[config.mk]
export PLATFORM = sky130hd
export DESIGN_NAME = aud_i2s_tx
export DESIGN_NICKNAME = d
export VERILOG_FILES = /design/src/rtl/aud_pkg.sv /design/src/rtl/aud_clk_div.sv /design/src/rtl/aud_i2s_tx.sv
export SDC_FILE = /design/constraint.sdc
export NUM_CORES = 1
export LEC_CHECK = 0
export CAP_MARGIN = 10
export CORE_ASPECT_RATIO = 1.75
export CORE_MARGIN = 1.5
export CORE_UTILIZATION = 31
export DETAILED_ROUTE_END_ITERATION = 10
export PLACE_DENSITY_LB_ADDON = 0.2
export SETUP_SLACK_MARGIN = 0.2
export SLEW_MARGIN = 30
export SYNTH_ARGS = -nofsm -noshare
export SYNTH_HDL_FRONTEND = slang
export SYNTH_HIERARCHICAL = 1
export SYNTH_SLANG_ARGS = --single-unit
[constraint.sdc]
create_clock -name iCLK -period 1.9 [get_ports iCLK]
set_input_delay 0.38 -clock iCLK [delete_from_list [all_inputs] [get_ports iCLK]]
set_output_delay 0.38 -clock iCLK [all_outputs]
set_load 0.01 [all_outputs]
[src/rtl/aud_pkg.sv]
// Shared definitions for the audio I2S transmit slice.
//   AUD_DATA_WIDTH : default bits per channel sample
//   AUD_BCK_DIV    : default iCLK cycles per BCK half-period
//   aud_state_e    : transmitter control state encoding
package aud_pkg;

  localparam int unsigned AUD_DATA_WIDTH = 16;
  localparam int unsigned AUD_BCK_DIV    = 6;

  typedef enum logic [1:0] {
    ST_IDLE  = 2'd0,
    ST_START = 2'd1,
    ST_RUN   = 2'd2
  } aud_state_e;

endpackage

[src/rtl/aud_clk_div.sv]
// Bit-clock divider for the I2S transmitter.
//   clk    : iCLK
//   rst_n  : synchronous active-low reset
//   en     : count enable; counter and BCK hold while low
//   bck_o  : registered BCK level
//   fall_o : high in the cycle whose closing edge drives BCK 1->0
//   rise_o : high in the cycle whose closing edge drives BCK 0->1
module aud_clk_div
  import aud_pkg::*;
#(
  parameter int unsigned BCK_DIV = AUD_BCK_DIV
) (
  input  logic clk,
  input  logic rst_n,
  input  logic en,
  output logic bck_o,
  output logic fall_o,
  output logic rise_o
);

  localparam int unsigned   CW = (BCK_DIV > 1) ? $clog2(BCK_DIV) : 1;
  localparam logic [CW-1:0] TC = CW'(BCK_DIV - 1);

  if (BCK_DIV < 2) begin : g_bad_div
    $error("aud_clk_div: BCK_DIV must be at least 2");
  end

  logic [CW-1:0] cnt_q, cnt_d;
  logic          bck_q, bck_d;
  logic          tc;

  assign tc = en && (cnt_q == TC);

  always_comb begin
    cnt_d = cnt_q;
    bck_d = bck_q;
    if (en) begin
      if (tc) begin
        cnt_d = '0;
        bck_d = ~bck_q;
      end else begin
        cnt_d = cnt_q + 1'b1;
      end
    end
  end

  always_ff @(posedge clk) begin
    if (!rst_n) begin
      cnt_q <= '0;
      bck_q <= 1'b0;
    end else begin
      cnt_q <= cnt_d;
      bck_q <= bck_d;
    end
  end

  // Strobes announce the edge about to happen so the serializer can update
  // its registers on the very edge where BCK changes.
  assign bck_o  = bck_q;
  assign fall_o = tc && bck_q;
  assign rise_o = tc && !bck_q;

endmodule

[src/rtl/aud_i2s_tx.sv]
// Left-justified, MSB-first stereo DAC serializer.
//   iCLK        : audio control clock
//   iRST_N      : synchronous active-low reset
//   iMUTE       : capture zeros at the next frame boundary
//                 (present only when AUD_I2S_TX_MUTE_EN is defined)
//   iAUD_L/R    : signed left/right samples, captured once per frame
//   oAUD_BCK    : codec bit clock (codec samples on rising edge)
//   oAUD_LRCK   : 1 = left half, 0 = right half
//   oAUD_DATA   : serial data, changes only when BCK falls
//   oSAMPLE_REQ : one-cycle pulse in the cycle a new L/R pair is captured
module aud_i2s_tx
  import aud_pkg::*;
#(
  parameter int unsigned DATA_WIDTH = AUD_DATA_WIDTH,
  parameter int unsigned BCK_DIV    = AUD_BCK_DIV
) (
  input  logic                  iCLK,
  input  logic                  iRST_N,
`ifdef AUD_I2S_TX_MUTE_EN
  input  logic                  iMUTE,
`endif
  input  logic [DATA_WIDTH-1:0] iAUD_L,
  input  logic [DATA_WIDTH-1:0] iAUD_R,
  output logic                  oAUD_BCK,
  output logic                  oAUD_LRCK,
  output logic                  oAUD_DATA,
  output logic                  oSAMPLE_REQ
);

  localparam int unsigned   FW       = 2 * DATA_WIDTH;
  localparam int unsigned   BW       = $clog2(FW);
  localparam logic [BW-1:0] LAST_BIT = BW'(FW - 1);
  localparam logic [BW-1:0] HALF     = BW'(DATA_WIDTH);

  if (BCK_DIV < 2 || DATA_WIDTH < 2) begin : g_bad_param
    $error("aud_i2s_tx: BCK_DIV and DATA_WIDTH must both be at least 2");
  end

  aud_state_e    state_q, state_d;
  logic [BW-1:0] bit_cnt_q, bit_cnt_d;
  logic          primed_q, primed_d;
  logic          lrck_q, lrck_d;
  logic          data_q, data_d;
  logic          req_q, req_d;
  logic [FW-1:0] sh_q, sh_d;

  logic div_en;
  logic bck_fall;
  logic bck_rise_unused;
  logic mute;

`ifdef AUD_I2S_TX_MUTE_EN
  assign mute = iMUTE;
`else
  assign mute = 1'b0;
`endif

  assign div_en = (state_q != ST_IDLE);

  aud_clk_div #(
    .BCK_DIV (BCK_DIV)
  ) u_clk_div (
    .clk    (iCLK),
    .rst_n  (iRST_N),
    .en     (div_en),
    .bck_o  (oAUD_BCK),
    .fall_o (bck_fall),
    .rise_o (bck_rise_unused)
  );

  always_comb begin
    state_d   = state_q;
    bit_cnt_d = bit_cnt_q;
    primed_d  = primed_q;
    lrck_d    = lrck_q;
    data_d    = data_q;
    req_d     = 1'b0;
    sh_d      = sh_q;

    case (state_q)
      ST_IDLE:  state_d = ST_START;
      ST_START: state_d = ST_RUN;
      ST_RUN:   state_d = ST_RUN;
      default:  state_d = ST_IDLE;
    endcase

    if (bck_fall) begin
      // The very first fall after START is a frame boundary even though the
      // bit counter already reads zero; primed_q distinguishes it from bit 0.
      if (!primed_q || (bit_cnt_q == LAST_BIT)) begin
        bit_cnt_d = '0;
        primed_d  = 1'b1;
        lrck_d    = 1'b1;
        req_d     = 1'b1;
        sh_d      = mute ? '0 : {iAUD_L, iAUD_R};
      end else begin
        bit_cnt_d = bit_cnt_q + 1'b1;
        lrck_d    = (bit_cnt_d < HALF);
        sh_d      = sh_q << 1;
      end
      data_d = sh_d[FW-1];
    end
  end

  always_ff @(posedge iCLK) begin
    if (!iRST_N) begin
      state_q   <= ST_IDLE;
      bit_cnt_q <= '0;
      primed_q  <= 1'b0;
      lrck_q    <= 1'b0;
      data_q    <= 1'b0;
      req_q     <= 1'b0;
      sh_q      <= '0;
    end else begin
      state_q   <= state_d;
      bit_cnt_q <= bit_cnt_d;
      primed_q  <= primed_d;
      lrck_q    <= lrck_d;
      data_q    <= data_d;
      req_q     <= req_d;
      sh_q      <= sh_d;
    end
  end

  assign oAUD_LRCK   = lrck_q;
  assign oAUD_DATA   = data_q;
  assign oSAMPLE_REQ = req_q;

endmodule

; Yosys cells after proc, flatten, opt, wreduce, memory -nomap -nowiden
; Index checks and enable logic that the tools add are counted.
; W data, S select, Z words.
[word_totals]
regBits = 46
inputBits = 34
out_inout_bits = 4
[classes]
addsub = 2
order_cmp = 1
eq_ne = 4
n_mux = 6
bitwise_logic = 1
n_reduce_logical = 10
[op_table]
columns = op, n
row1 = $mux W32, 1
row2 = $reduce_and A2 Y1, 3
row3 = $add A5 B1 Y5 const B, 1
row4 = $eq A5 B5 Y1 const B, 1
row5 = $lt A5 B5 Y1 const B, 1
row6 = $mux W5, 1
row7 = $pmux W2 S2, 1
row8 = $add A3 B1 Y3 const B, 1
row9 = $eq A3 B3 Y1 const B, 1
row10 = $mux W3, 1
row11 = $eq A2 B1 Y1 const B, 1
row12 = $eq A2 B2 Y1 const B, 1
row13 = $logic_and A1 B1 Y1, 2
row14 = $logic_not A2 Y1, 1
row15 = $mux W1, 2
row16 = $reduce_bool A2 Y1, 1
row17 = $reduce_or A2 Y1, 1
row18 = $logic_not A1 Y1, 1
row19 = $logic_or A1 B1 Y1, 1
row20 = $not A1 Y1, 1

; Logic depth before layout (Yosys ltp)
[logic_depth]
ltp_word = 4
depth_mapped = 9
ltp_nobuf = 8

; Modules after synthesis
; Netlist, hierarchy kept.
[by_module_without_submodules]
columns = mod, instances, cells_per_inst, area_per_inst_um2
row1 = aud_i2s_tx, 1, 223, 1791.7
row2 = aud_clk_div, 1, 23, 209.0

; Least setup slack after synthesis
; No wires, ideal clock.
[synth_path]
kind = flip-flop to flip-flop
from = register bit_cnt_q[0]
to = register req_q (netlist: oSAMPLE_REQ)
setup_time_ps = 116
arrival_time_ps = 1495
t_required_ps = 1784
setup_slack_ps = 289
stages_incl_launch_ff = 8
path_buffers = 2
synth_period_minus_slack_ps = 1611
cell_sequence = dfxtp_1 > ha_1 > and3_1 > ha_1 > nand2b_1 > buf_4 > buf_4 > and3_1
[synth_between]
elab_chain_len = 3
[synth_rtl]
columns = element, line_no
row1 = from (decl), aud_i2s_tx.sv:40  ; logic [BW-1:0] bit_cnt_q, bit_cnt_d;
row2 = from (signal assigned), aud_i2s_tx.sv:116  ; bit_cnt_q <= bit_cnt_d;
row3 = $eq A5 B5 Y1, aud_i2s_tx.sv:90  ; if (!primed_q || (bit_cnt_q == LAST_BIT)) begin
row4 = $logic_or A1 B1 Y1, aud_i2s_tx.sv:90
row5 = $mux W1, aud_i2s_tx.sv:90
row6 = to (signal assigned), aud_i2s_tx.sv:120  ; req_q <= req_d;
row7 = to (decl), aud_i2s_tx.sv:44  ; logic req_q, req_d;
; Every way passes these cells.
; A chain may end at the register's enable or synchronous reset.

; Worst setup path in the final report
[layout_path]
from = register state_q[0]
to = register sh_q[6]
[layout_between]
elab_chain_len = 3
[layout_rtl]
columns = element, line_no
row1 = from (decl), aud_i2s_tx.sv:39  ; aud_state_e state_q, state_d;
row2 = from (signal assigned), aud_i2s_tx.sv:115  ; state_q <= state_d;
row3 = $reduce_bool A2 Y1, aud_i2s_tx.sv:58  ; assign div_en = (state_q != ST_IDLE);
row4 = net div_en, aud_i2s_tx.sv:47  ; logic div_en;
row5 = $logic_and A1 B1 Y1, aud_clk_div.sv:32  ; assign tc = en && (cnt_q == TC);
row6 = $logic_and A1 B1 Y1, aud_clk_div.sv:60  ; assign fall_o = tc && bck_q;
row7 = net bck_fall, aud_i2s_tx.sv:48  ; logic bck_fall;
row8 = to (signal assigned), aud_i2s_tx.sv:113  ; sh_q <= '0;
row9 = to (signal assigned), aud_i2s_tx.sv:121  ; sh_q <= sh_d;
row10 = to (decl), aud_i2s_tx.sv:45  ; logic [FW-1:0] sh_q, sh_d;
; The timed path passes the listed nets, and every way through them passes these cells.

==> out/metrics.cfg <==
[cts]
cts_buffers = 5
clock_sinks = 46
cts.path.max_buffers = 2
clk_latency_ns = 0.30
cts_max_level = 2
cts_tree = yes
clk_pin_slew_worst_paths_ns = 0.09
ctsRootBufferMaster = clkbuf_8

[logic_synthesis]
ys_seq_area_share_pct = 46.0
yosysWarnings = 6
synthArstFlopShare_pct = 0
synth_cell_type_count = 29
ys_seq_elements = 46
synth_fp_nets = 286
synth_top_flop_cell = dfxtp_1
synth-edff-count = 0
synth.most_common_cell = nand2_1
syn_area_um2 = 2000
postSynthCellCount = 246
synth_top_area_share_pct = 46.0
avgSynthCellArea_um2 = 8.13
synth_area_leaders = dfxtp_1, nand2_1, a31oi_1
yosys.area.top_type = dfxtp_1
synthTopCellsByCount = nand2_1, dfxtp_1, o21ai_0

[flow_run]
maxCapViolCount = 0

[sta]
min_period_ns = 1.63
finalSetupTns_ns = 0
holdWs_ns = 0.460
timing.final.crit_share_pct = 85.6
tightest_slew_ns = 0.205
setup-violations-final = 0
drv_slew = 0
max_clock_freq_mhz = 615
setup_ws_ns = 0.274
rsz0062_at_grt = true
slew_headroom_pct = 86.2
hold_viol_final = 0
clock_skew_ns = 0.00870

[layout]
nets = 323
drive_above_1_share_pct = 10.6
diodes = 0
syn_to_final_growth_pct = 36.8

[floorplan]
die_w_um = 63.7
num_rows = 38
core_area_um2 = 6230
die_area_um2 = 6960
dieHeight_um = 109
io_pins = 38
start_util_pct = 32.1

[power]
vdd_drop_max_v = 0.000434
powerDensity_nw_per_um2 = 745
p_leak_nw = 1.06

[place]
port-buffer-count = 37
place.gp.congestion = 0.770
dp_hpwl_um = 2880
pre_cts_ws_ns = 0.196

[global_routing]
first_global_vias = 1737
antenna_found_initial = 0
grt_pass1_wl_um = 7670
grt.total_usage_pct = 13.9
grt_start_max_net_pins = 48
overflow = 0

[status]
status = finished, final reports clean

[routing]
drt-vias-per-instance = 5.04
first_pass_iters = 4
drtIter0Drc = 102
vias = 1835
wl_um = 4750
wl_per_cell_um = 13.1
antenna_left = 0
drc_errors = 0

[worst_setup_path]
slowest_stage = dfxtp_1
path_cells = inv_1, ha_1, inv_2, nand3_4, nor2_4, buf_4, buf_16, o21ai_0, a31oi_1
cp.arrival_ns = 1.86
cp.required_ns = 2.13
cpPeakStageDelay_ns = 0.32
setup.worst_path.class = reg2reg
critPathMaxFanout = 15
end_kind = flop
worst_setup_path_start_kind = flop

[hold_path]
hp-class = reg2reg

[routing by layer]
metal	share of wire, %	global-route usage, %	up-vias
li1	-	-	920
met1	42	14.7	872
met2	51	26.2	38
met3	4.4	3.20	5
met4	1.8	5.59	0
met5	0	0	-
[what timing repair did]
item	CTS	global route
endpoints found under the setup margin	3	39
gates cloned	2	1
resized for setup	4	11
pin swaps	1	1
setup buffers	0	2
hold buffers	0	0
[worst max-delay path: cells and delay by family (launching register included)]
| kind | cells | cell delay [ns] |
|---|---|---|
| and+or+nand+nor | 2 | 0.30 |
| adders and majority gates | 1 | 0.20 |
| AOI/OAI and AO/OA | 2 | 0.23 |
| DFF | 1 | 0.32 |
| buffers and inverters | 4 | 0.51 |
[worst paths after layout]
check                   from        to  slack, ns  cells past startpoint
setup reg to reg  state_q[0]   sh_q[6]       0.27                      9
hold / removal      sh_q[16]  sh_q[17]       0.46                      2
hold reg to reg     sh_q[16]  sh_q[17]       0.46                      2
setup / recovery  state_q[0]   sh_q[6]       0.27                      9
[cells by family (layout without fill, tap and decap cells)]
kind of cell               after synthesis  in the layout  share of synthesized area (%)
adders and majority gates                6              6                           3.75
DFF                                     46             46                           46.0
and+or+nand+nor                         91             91                           20.2
AOI/OAI and AO/OA                       75             75                           22.0
muxes                                    2              2                           1.00
buffers and inverters                   26             64                           7.00
[layout by cell type (no fill, tap or decap), drive strengths merged]
master,instances
o21ai,33
nand2b,1
inv,6
a21oi,2
mux2i,2
nor3,1
and2,3
nor2b,5
o21a,3
o211a,1
a21boi,4
nor4,1
nor3b,1
nand4b,2
buf,12
dfxtp,46
clkinv,1
ha,6
a31oi,31
o31a,1
clkdlybuf4s50,37
bufinv,2
nand3,6
and3,3
nor2,2
nand2,66
clkbuf,6
[power breakdown]
part / internal [mW] / switching, mW / leakage (nW)
clock network: 0.527 / 0.332 / 0.0683
registers: 0.982 / 0.0117 / 0.372
logic: 0.108 / 0.0792 / 0.622
[sequential cells by signal, indices dropped and copies added, names as in the netlist]
name,cells
sh_q,31
bit_cnt_q,5
u_clk_div/cnt_q,3
state_q,2
oAUD_DATA,1
oAUD_LRCK,1
oSAMPLE_REQ,1
primed_q,1
u_clk_div/bck_o,1
[final cells by class]
| class | instances | area, um^2 |
|---|---|---|
| Clock buffer | 5 | 68.8 |
| Sequential cell | 46 | 922 |
| Fill cell | 628 | 3490 |
| Clock inverter | 3 | 68.8 |
| Multi-Input combinational cell | 174 | 976 |
| Timing Repair Buffer | 50 | 578 |
| Inverter | 6 | 22.5 |
| Tap cell | 80 | 100 |
[per-stage QoR]
stage | power, mW | util (%) | instance area (um^2) | cells
global placement | 1.20 | 39.5 | 2460 | 351
global route | 2.13 | 43.9 | 2740 | 364
floorplan | 1.10 | - | 2000 | 246
detailed placement | 1.20 | 39.5 | 2460 | 351
finish | 2.04 | 43.9 | 2740 | 364
CTS | 2.07 | 42.8 | 2670 | 361
Power figures use the tool's default switching activity.
